[src/rtl/adder_pkg.sv]
// Shared constants and types for the carry-lookahead adder.
package adder_pkg;

    localparam int CLA_GROUP = 4;

    // Number of 4-bit lookahead groups needed to cover a width.
    function automatic int group_count(input int width);
        return (width + CLA_GROUP - 1) / CLA_GROUP;
    endfunction

    typedef struct packed {
        logic g;
        logic p;
    } gp_t;

endpackage

[src/rtl/adder_cla4.sv]
// One 4-bit carry-lookahead group: bit sums plus group generate/propagate.
module adder_cla4 (
    input  logic [3:0] a,
    input  logic [3:0] b,
    input  logic       cin,
    output logic [3:0] sum,
    output logic       g,
    output logic       p,
    output logic       cout
);

    logic [3:0] g_bit;
    logic [3:0] p_bit;
    logic [3:0] c;

    assign g_bit = a & b;
    assign p_bit = a ^ b;

    // Internal carries fully expanded so no carry ripples inside the group.
    assign c[0] = cin;
    assign c[1] = g_bit[0] | (p_bit[0] & cin);
    assign c[2] = g_bit[1] | (p_bit[1] & g_bit[0]) | (p_bit[1] & p_bit[0] & cin);
    assign c[3] = g_bit[2] | (p_bit[2] & g_bit[1]) | (p_bit[2] & p_bit[1] & g_bit[0])
                | (p_bit[2] & p_bit[1] & p_bit[0] & cin);

    assign g = g_bit[3] | (p_bit[3] & g_bit[2]) | (p_bit[3] & p_bit[2] & g_bit[1])
             | (p_bit[3] & p_bit[2] & p_bit[1] & g_bit[0]);
    assign p = &p_bit;

    assign cout = g | (p & cin);
    assign sum  = p_bit ^ c;

endmodule

[src/rtl/adder.sv]
// B-bit adder with carry-in, carry-out and signed overflow, built from 4-bit CLA groups.
// Define ADDER_REG_OUT_EN to register s/cout/ovf on clk (sync active-high rst clears them).
module adder
    import adder_pkg::*;
#(
    parameter int B = 12
) (
    input  logic         clk,
    input  logic         rst,
    input  logic [B-1:0] a,
    input  logic [B-1:0] b,
    input  logic         cin,
    output logic [B-1:0] s,
    output logic         cout,
    output logic         ovf
);

    localparam int NG = group_count(B);
    localparam int WP = NG * CLA_GROUP;

    logic [WP-1:0]   a_pad;
    logic [WP-1:0]   b_pad;
    logic [WP-1:0]   sum_pad;
    logic [WP:0]     full_pad;
    logic [NG:0]     carry;
    gp_t  [NG-1:0]   gp;
    logic [NG-1:0]   unused_cout;
    logic [B-1:0]    s_c;
    logic            cout_c;
    logic            ovf_c;

    assign a_pad    = WP'(a);
    assign b_pad    = WP'(b);
    assign carry[0] = cin;

    for (genvar i = 0; i < NG; i++) begin : g_grp
        adder_cla4 u_cla (
            .a    (a_pad[i*CLA_GROUP +: CLA_GROUP]),
            .b    (b_pad[i*CLA_GROUP +: CLA_GROUP]),
            .cin  (carry[i]),
            .sum  (sum_pad[i*CLA_GROUP +: CLA_GROUP]),
            .g    (gp[i].g),
            .p    (gp[i].p),
            .cout (unused_cout[i])
        );
        assign carry[i+1] = gp[i].g | (gp[i].p & carry[i]);
    end

    // Padding bits are zero, so in a partial final group the sum bit at
    // position B is exactly the carry out of bit B-1.
    assign full_pad = {carry[NG], sum_pad};
    assign s_c      = full_pad[B-1:0];
    assign cout_c   = full_pad[B];
    assign ovf_c    = (a[B-1] == b[B-1]) && (s_c[B-1] != a[B-1]);

    if (WP > B) begin : g_pad
        logic unused_hi;
        assign unused_hi = ^full_pad[WP:B+1];
    end

`ifdef ADDER_REG_OUT_EN
    // Output register stage
    always_ff @(posedge clk) begin
        if (rst) begin
            s    <= '0;
            cout <= 1'b0;
            ovf  <= 1'b0;
        end else begin
            s    <= s_c;
            cout <= cout_c;
            ovf  <= ovf_c;
        end
    end
`else
    logic unused_clk;
    assign unused_clk = clk ^ rst;

    assign s    = s_c;
    assign cout = cout_c;
    assign ovf  = ovf_c;
`endif

endmodule

[config.mk]
export PLATFORM = sky130hd
export DESIGN_NAME = adder
export DESIGN_NICKNAME = d
export VERILOG_FILES = /design/src/rtl/adder_pkg.sv /design/src/rtl/adder_cla4.sv /design/src/rtl/adder.sv
export SDC_FILE = /design/constraint.sdc
export NUM_CORES = 1
export LEC_CHECK = 0
export CAP_MARGIN = 20
export CELL_PAD_IN_SITES_DETAIL_PLACEMENT = 0
export CELL_PAD_IN_SITES_GLOBAL_PLACEMENT = 1
export CORE_AREA = 2 2 39 41
export DETAILED_ROUTE_END_ITERATION = 16
export DIE_AREA = 0 0 41 43
export DONT_BUFFER_PORTS = 1
export PLACE_DENSITY = 0.73
export SETUP_SLACK_MARGIN = 0.02
export SLEW_MARGIN = 30
export SYNTH_ARGS = -nofsm -noshare
export SYNTH_HDL_FRONTEND = slang
export SYNTH_SLANG_ARGS = --single-unit
[constraint.sdc]
create_clock -name vclk -period 3.8
set_clock_uncertainty 0.1 [all_clocks]
set_input_delay 0.19 -clock vclk [all_inputs]
set_output_delay 0.19 -clock vclk [all_outputs]
set_load 0.005 [all_outputs]
# After elaboration in Yosys (flattened, before gate mapping)
# Index checks and enable logic that the tools add are counted.
# totals
register_bits,0
input_bits,27
word_cells,90
output_inout_bits,14
# classes
n_reduce_logical,4
eq_ne,2
bitwise_logic,84
# ops
op,count
bitwise AND 1 bit,45
bitwise OR 1 bit,30
bitwise XOR 4 bit,6
bitwise AND 4 bit,3
AND reduction 4 bit,3
== test 1 bit,1
logical AND 1 bit,1
!= test 1 bit,1

# Depth between registers and ports, before layout
# Gate-level depths: netlist (run 1).
# logic_depth
depth_word,13
ltp_mapped,7
mapped_depth_nobuf,7

# By module
# From an unflattened synthesis (run 1), not the netlist that was laid out.
# unflattened
cells_unflattened,73
area_unflattened_um2,618.1
# by_module_without_submodules
mod,area_each_um2,cells_per_inst,n_inst,seq_area_each_um2
adder_cla4 (g_grp[1].u_cla ...),193.9,22,2,0.0
adder_cla4 (g_grp[0].u_cla),182.7,22,1,0.0
adder,47.5,7,1,0.0

# Worst setup path before layout (run 1)
# No wires, ideal clock.
# synth_path
path_kind,input-to-output
startpoint,input port a[0]
endpoint,output port s[9]
required_time_ps,3510
path_slack_ps,1711
path_stages,6
path_buffers,0
arrival_time_ps,1799
path_cell_list,ha_1 > a211oi_2 > o31ai_2 > a221o_2 > fa_1 > xor2_1
# synth_via
elab_chain_cells,9
word_cells_on_any_way,12
classes_between,bitwise (11); reduce/logical (1)
# synth_rtl
element,line,rtl
start: declaration,adder.sv:10,"input logic [B-1:0] a,"
bitwise XOR 4 bit or bitwise AND 4 bit (tied branches),"adder_cla4.sv:17, adder_cla4.sv:16",
AND reduction 4 bit or bitwise AND 1 bit (tied branches),"adder_cla4.sv:28, adder_cla4.sv:27",
bitwise AND 1 bit or bitwise OR 1 bit (tied branches),--,
bitwise OR 1 bit *,--,
bitwise AND 1 bit *,--,
bitwise OR 1 bit *,--,
bitwise AND 1 bit *,adder_cla4.sv:21,assign c[1] = g_bit[0] | (p_bit[0] & cin);
bitwise OR 1 bit *,adder_cla4.sv:21,
bitwise XOR 4 bit *,adder_cla4.sv:31,assign sum = p_bit ^ c;
end: declaration,adder.sv:13,"output logic [B-1:0] s,"
# Mark *: on every way between the ends. The rest lies on a longest branch, timed or not.

# Final worst setup path (run 1)
# Ends and elaborated chain as after synthesis.

==> reports/metrics.cfg, run 1 <==
[finish]
final_area_um2 = 530.5
seq_cells = 0
post-route-util = 0.3834
post_route_cells_drive_above_1_share = 0.1429
num-clock-buffers = 0
antenna_cells = 0
nets = 100
seq_area_um2 = 0
syn2layout_area_growth_pct = 3.922

[logic_synthesis]
synthTopCellsByArea = ha_1 29%, fa_1 12%, xor2_1 8.6%, a21o_1 7.4%, a21oi_4 6.4%
synthCells = 56
yosysUniqueCellTypes = 20
yosysMostFrequentCell = ha_1
synth_fp_nets = 98
syn_area_per_cell_um2 = 9.116
synth_top_area_cell = ha_1
ys_warn_count = 0
synth_top_cell_area_share = 0.2941
synthTopCellsByCount = 12 x ha_1, 7 x nor2_1, 5 x a21o_1, 5 x inv_1, 5 x xor2_1
yosysSeqAreaShare = 0
synth_area_um2 = 510.5

[global_routing]
top_usage_layer = met2
grt_overflow_total = 0
grt_use_met1 = 0.1447
grt_max_degree = 5
antenna_found_initial = 0
grtUsageMet3 = 0.005236
grt_first_pass_wirelength_um = 1345
grt_usage = 0.1004
grt_use_met2 = 0.1688
grt_pass1_vias = 352

[sta]
setup_ws_ns = 1.624
hold_ws_ns = 0.4457
setup_tns_ns = 0
worstMarginPinSlew_ns = 0.3366
slew_viol_final = 0
setup-violations-final = 0
rsz0062_at_grt = false
slew_headroom = 0.7738
period_minus_slack_ns = 2.176
clock.fmax_mhz = 459.5
finalHoldViolCount = 0
fin_crit_sh = 0.5727

[job]
cap_violations = 0

[floorplan]
die_w_um = 41
core_um2 = 1384
start_util = 0.3689
placementRows = 14
die_y_um = 43
io_pins = 41
dieArea_um2 = 1763

[drt]
vias_per_cell = 5.444
wl_um = 838
route.detailed.drc = 0
ant_nets = 0
wl_per_cell_um = 11.64
first_pass_iters = 2
vias = 392
dr.first_iter.drc_count = 7

[place]
hpwl_um = 802.9
routabilityCongestion = 0.5766
io_buffers = 0
post-place-ws_ns = 1.606
postPlaceCellArea_um2 = 530.5

[power]
power_density_nw_per_um2 = 164.2
power.leakage_nw = 0.2713
vdd_ir_drop_max_mv = 0.04629

[cts]
cts_resized = 0
post-cts-setup-buffers = 0
ctsHoldBuffers = 0

[worst_hold_path]
hold_depth = 1
min_to = s[8]
hp-class = in -> out
min_from = b[8]

[setup_path]
crit_required_ns = 3.51
worstSetupEndpointType = output pin
crit_fanout = 3
startpoint_type = primary input
crit_type = in -> out
cp.arrival_ns = 1.89

[status]
status = finished, final reports clean

cells in the final DEF, fill, tap and decap left out, types with 2 or more instances in the layout:
cell type and n:
a21o_1 5, a21oi_1 2, a21oi_4 2, fa_1 3, ha_1 12, inv_1 5, nor2_1 7, nor2b_1 2
xnor2_1 3, xor2_1 5
worst max path at each step:
stage / start / endpoint / slack [ns] / cells after the start
floorplan: a[0] / s[9] / 1.71 / 6
global placement: a[0] / s[9] / 1.61 / 6
detailed placement: a[0] / s[9] / 1.61 / 6
CTS: a[0] / s[9] / 1.60 / 6
global route: a[0] / s[9] / 1.53 / 6
finish: a[0] / s[9] / 1.62 / 6
per-stage QoR:
| step | total power (W) | cells |
|---|---|---|
| final | 0.00008710 | 72 |
| after detailed placement | 0.00008845 | 72 |
| after floorplan | 0.00007696 | 56 |
| after global placement | 0.00008747 | 72 |
| after CTS | 0.00008909 | 72 |
| after global routing | 0.00009969 | 72 |
routing by layer:
layer | part of all wire | wire length (µm)
met5 | 0 | 0
met4 | 0 | 0
met3 | 0.12 | 104
met2 | 0.46 | 382
met1 | 0.42 | 351
logic make-up (layout without fill, tap and decap cells):
family	count (synthesis)	after routing	synth area share
AOI/OAI and AO/OA	15	15	0.2696
xor gates and xnor gates	8	8	0.1373
adders and majority gates	15	15	0.4118
buffers and inverters	5	5	0.03677
muxes	1	1	0.02940
and+or+nand+nor	12	12	0.1152
power by group:
group	switching, W	internal (W)	leakage [nW]	total [W]
clock network	0	0	0	0
logic	0.0000463	0.0000408	0.271	0.0000871
registers	0	0	0	0
cell type report:
cell class	count	area, µm²
Tap cell	16	20.02
Multi-Input combinational cell	51	491.7
Fill cell	155	853.3
Inverter	5	18.77
critical path: stages:
cell and delay (ns):
ha_1 0.30, a211oi_2 0.28, o31ai_2 0.12, a221o_2 0.40
fa_1 0.39, xor2_1 0.20
Power figures use the tool's default switching activity.
==> inputs of run 2 (changes only) <==
==> constraint.sdc (replaced) <==
create_clock -name vclk -period 2.02
set_clock_uncertainty 0.1 [all_clocks]
set_input_delay 0.101 -clock vclk [all_inputs]
set_output_delay 0.101 -clock vclk [all_outputs]
set_load 0.005 [all_outputs]
==> reports/metrics.cfg, run 2 (synthesized netlist as in run 1, its figures left out) <==
[status]
status = finished, final reports clean

[setup_path]
path_depth = 5  ; -1
cp_top_family = adder cells
crit_type = in -> out
worst_path_largest_cell_delay_ns = 0.54  ; +0.14 ns
cp.arrival_ns = 1.68  ; -0.21 ns
crit_required_ns = 1.82  ; -1.69 ns
slowest_stage = fa_2
critPathBufInv = 0  ; unchanged
startpoint_type = primary input
crit_fanout = 2  ; -1
crit_chain = ha_1 > a211oi_2 > o31ai_2 > a221o_2 > fa_2
worstSetupEndpointType = output pin

[sta]
fin_crit_sh = 0.9335
slew_headroom = 0.7770  ; +0.003116
clock.fmax_mhz = 530.3
period_minus_slack_ns = 1.886
finalHoldViolCount = 0  ; unchanged
rsz0062_at_grt = false
slew_viol_final = 0  ; unchanged
setup_tns_ns = 0  ; unchanged
worstMarginPinSlew_ns = 0.3320  ; -0.004639 ns
setup_ws_ns = 0.1342  ; -1.489 ns
setup-violations-final = 0  ; unchanged

[place]
hpwl_um = 838.2  ; +4.4%
post-place-ws_ns = 0.03079  ; -1.575 ns
dp_cells = 74  ; +2.8%
routabilityCongestion = 0.6056  ; +5.0%
io_buffers = 0  ; unchanged

[power]
p_comb_frac = 1.000  ; about the same
p_int_w = 0.00008224  ; +100%
vdd_ir_drop_max_mv = 0.1133  ; +140%
power_switching_w = 0.00008880  ; +92%
power_density_nw_per_um2 = 312.1  ; +90%
clkPwrFrac = 0  ; unchanged
swShare = 0.5192  ; -0.01290
power.leakage_nw = 0.2800  ; +3.2%
power.sequential.fraction = 0  ; unchanged

[global_routing]
grt_pass1_vias = 353  ; +0.28%
grt_overflow_total = 0  ; unchanged
grt_usage = 0.1005  ; +0.0001009
grt_max_degree = 5  ; unchanged
antenna_found_initial = 0  ; unchanged
top_usage_layer = met2
grt_first_pass_wirelength_um = 1317  ; -2.1%
grtUsageMet3 = 0.01047  ; +0.005236
grt_use_met2 = 0.1781  ; +0.009375
grt_use_met1 = 0.1323  ; -0.01244

[floorplan]
placementRows = 14  ; unchanged
dieArea_um2 = 1763  ; unchanged
die_w_um = 41  ; unchanged
start_util = 0.3689  ; unchanged
die_y_um = 43  ; unchanged
core_um2 = 1384  ; unchanged
io_pins = 41  ; unchanged

[finish]
seq_area_um2 = 0  ; unchanged
layout_commonest_cell = ha_1
num-clock-buffers = 0  ; unchanged
instances_no_fill = 74  ; +2.8%
nets = 102  ; +2.0%
syn2layout_area_growth_pct = 7.353
post_route_cells_drive_above_1_share = 0.1897  ; +0.04680
seq_cells = 0  ; unchanged
antenna_cells = 0  ; unchanged
post-route-util = 0.3960  ; +0.01266
final_cell_mix = 12 x ha_1, 7 x nor2_1, 5 x inv_1, 5 x a21o_1, 5 x xor2_1

[cts]
ctsHoldBuffers = 0  ; unchanged
post-cts-setup-buffers = 0  ; unchanged
cts_resized = 0  ; unchanged

[job]
cap_violations = 0  ; unchanged

[worst_hold_path]
hp-class = in -> out
hold_depth = 1  ; unchanged

[drt]
route.detailed.drc = 0  ; unchanged
wl_per_cell_um = 11.76  ; +1.0%
vias = 398  ; +1.5%
dr.first_iter.drc_count = 1  ; -6
ant_nets = 0  ; unchanged
first_pass_iters = 4  ; +2
wl_um = 870  ; +3.8%
vias_per_cell = 5.378  ; -1.2%

-- run 2: changes by cell type in the layout (fill, tap and decap cells not counted), sizes merged --
cell | before | now
buf | 0 | 2
-- run 2: cell type report --
| type | count | area, µm² |
|---|---|---|
| Multi-Input combinational cell | 51 | 494.2 |
| Tap cell | 16 | 20.02 |
| Inverter | 5 | 18.77 |
| Fill cell | 143 | 835.8 |
| Timing Repair Buffer | 2 | 15.01 |
-- run 2: through the flow --
step	area [µm²]	power, W	hold WS [ns]
floorplan	510.5	0.0001448	0.2539
global placement	545.5	0.0001699	0.2672
detailed placement	545.5	0.0001730	0.2705
CTS	545.5	0.0001740	0.2705
global route	548.0	0.0001964	0.2931
finish	548.0	0.0001710	0.2865
-- run 2: power by group through the flow --
stage / combinational (W) / clock [W] / sequential (W)
2_1_floorplan: 0.000145 / 0 / 0
3_3_place_gp: 0.000170 / 0 / 0
3_5_place_dp: 0.000173 / 0 / 0
4_1_cts: 0.000174 / 0 / 0
5_1_grt: 0.000196 / 0 / 0
6_report: 0.000171 / 0 / 0
-- run 2: path summary, 6_finish.rpt --
| path | startpoint | endpoint | slack [ns] |
|---|---|---|---|
| worst min-delay path | b[4] | s[4] | 0.29 |
| worst max-delay path | a[0] | s[8] | 0.13 |
-- run 2: routing by layer --
layer,part of all wire,up-vias
met2,0.47,21
met5,0,-
met4,0,0
met1,0.39,170
met3,0.14,0
li1,-,207
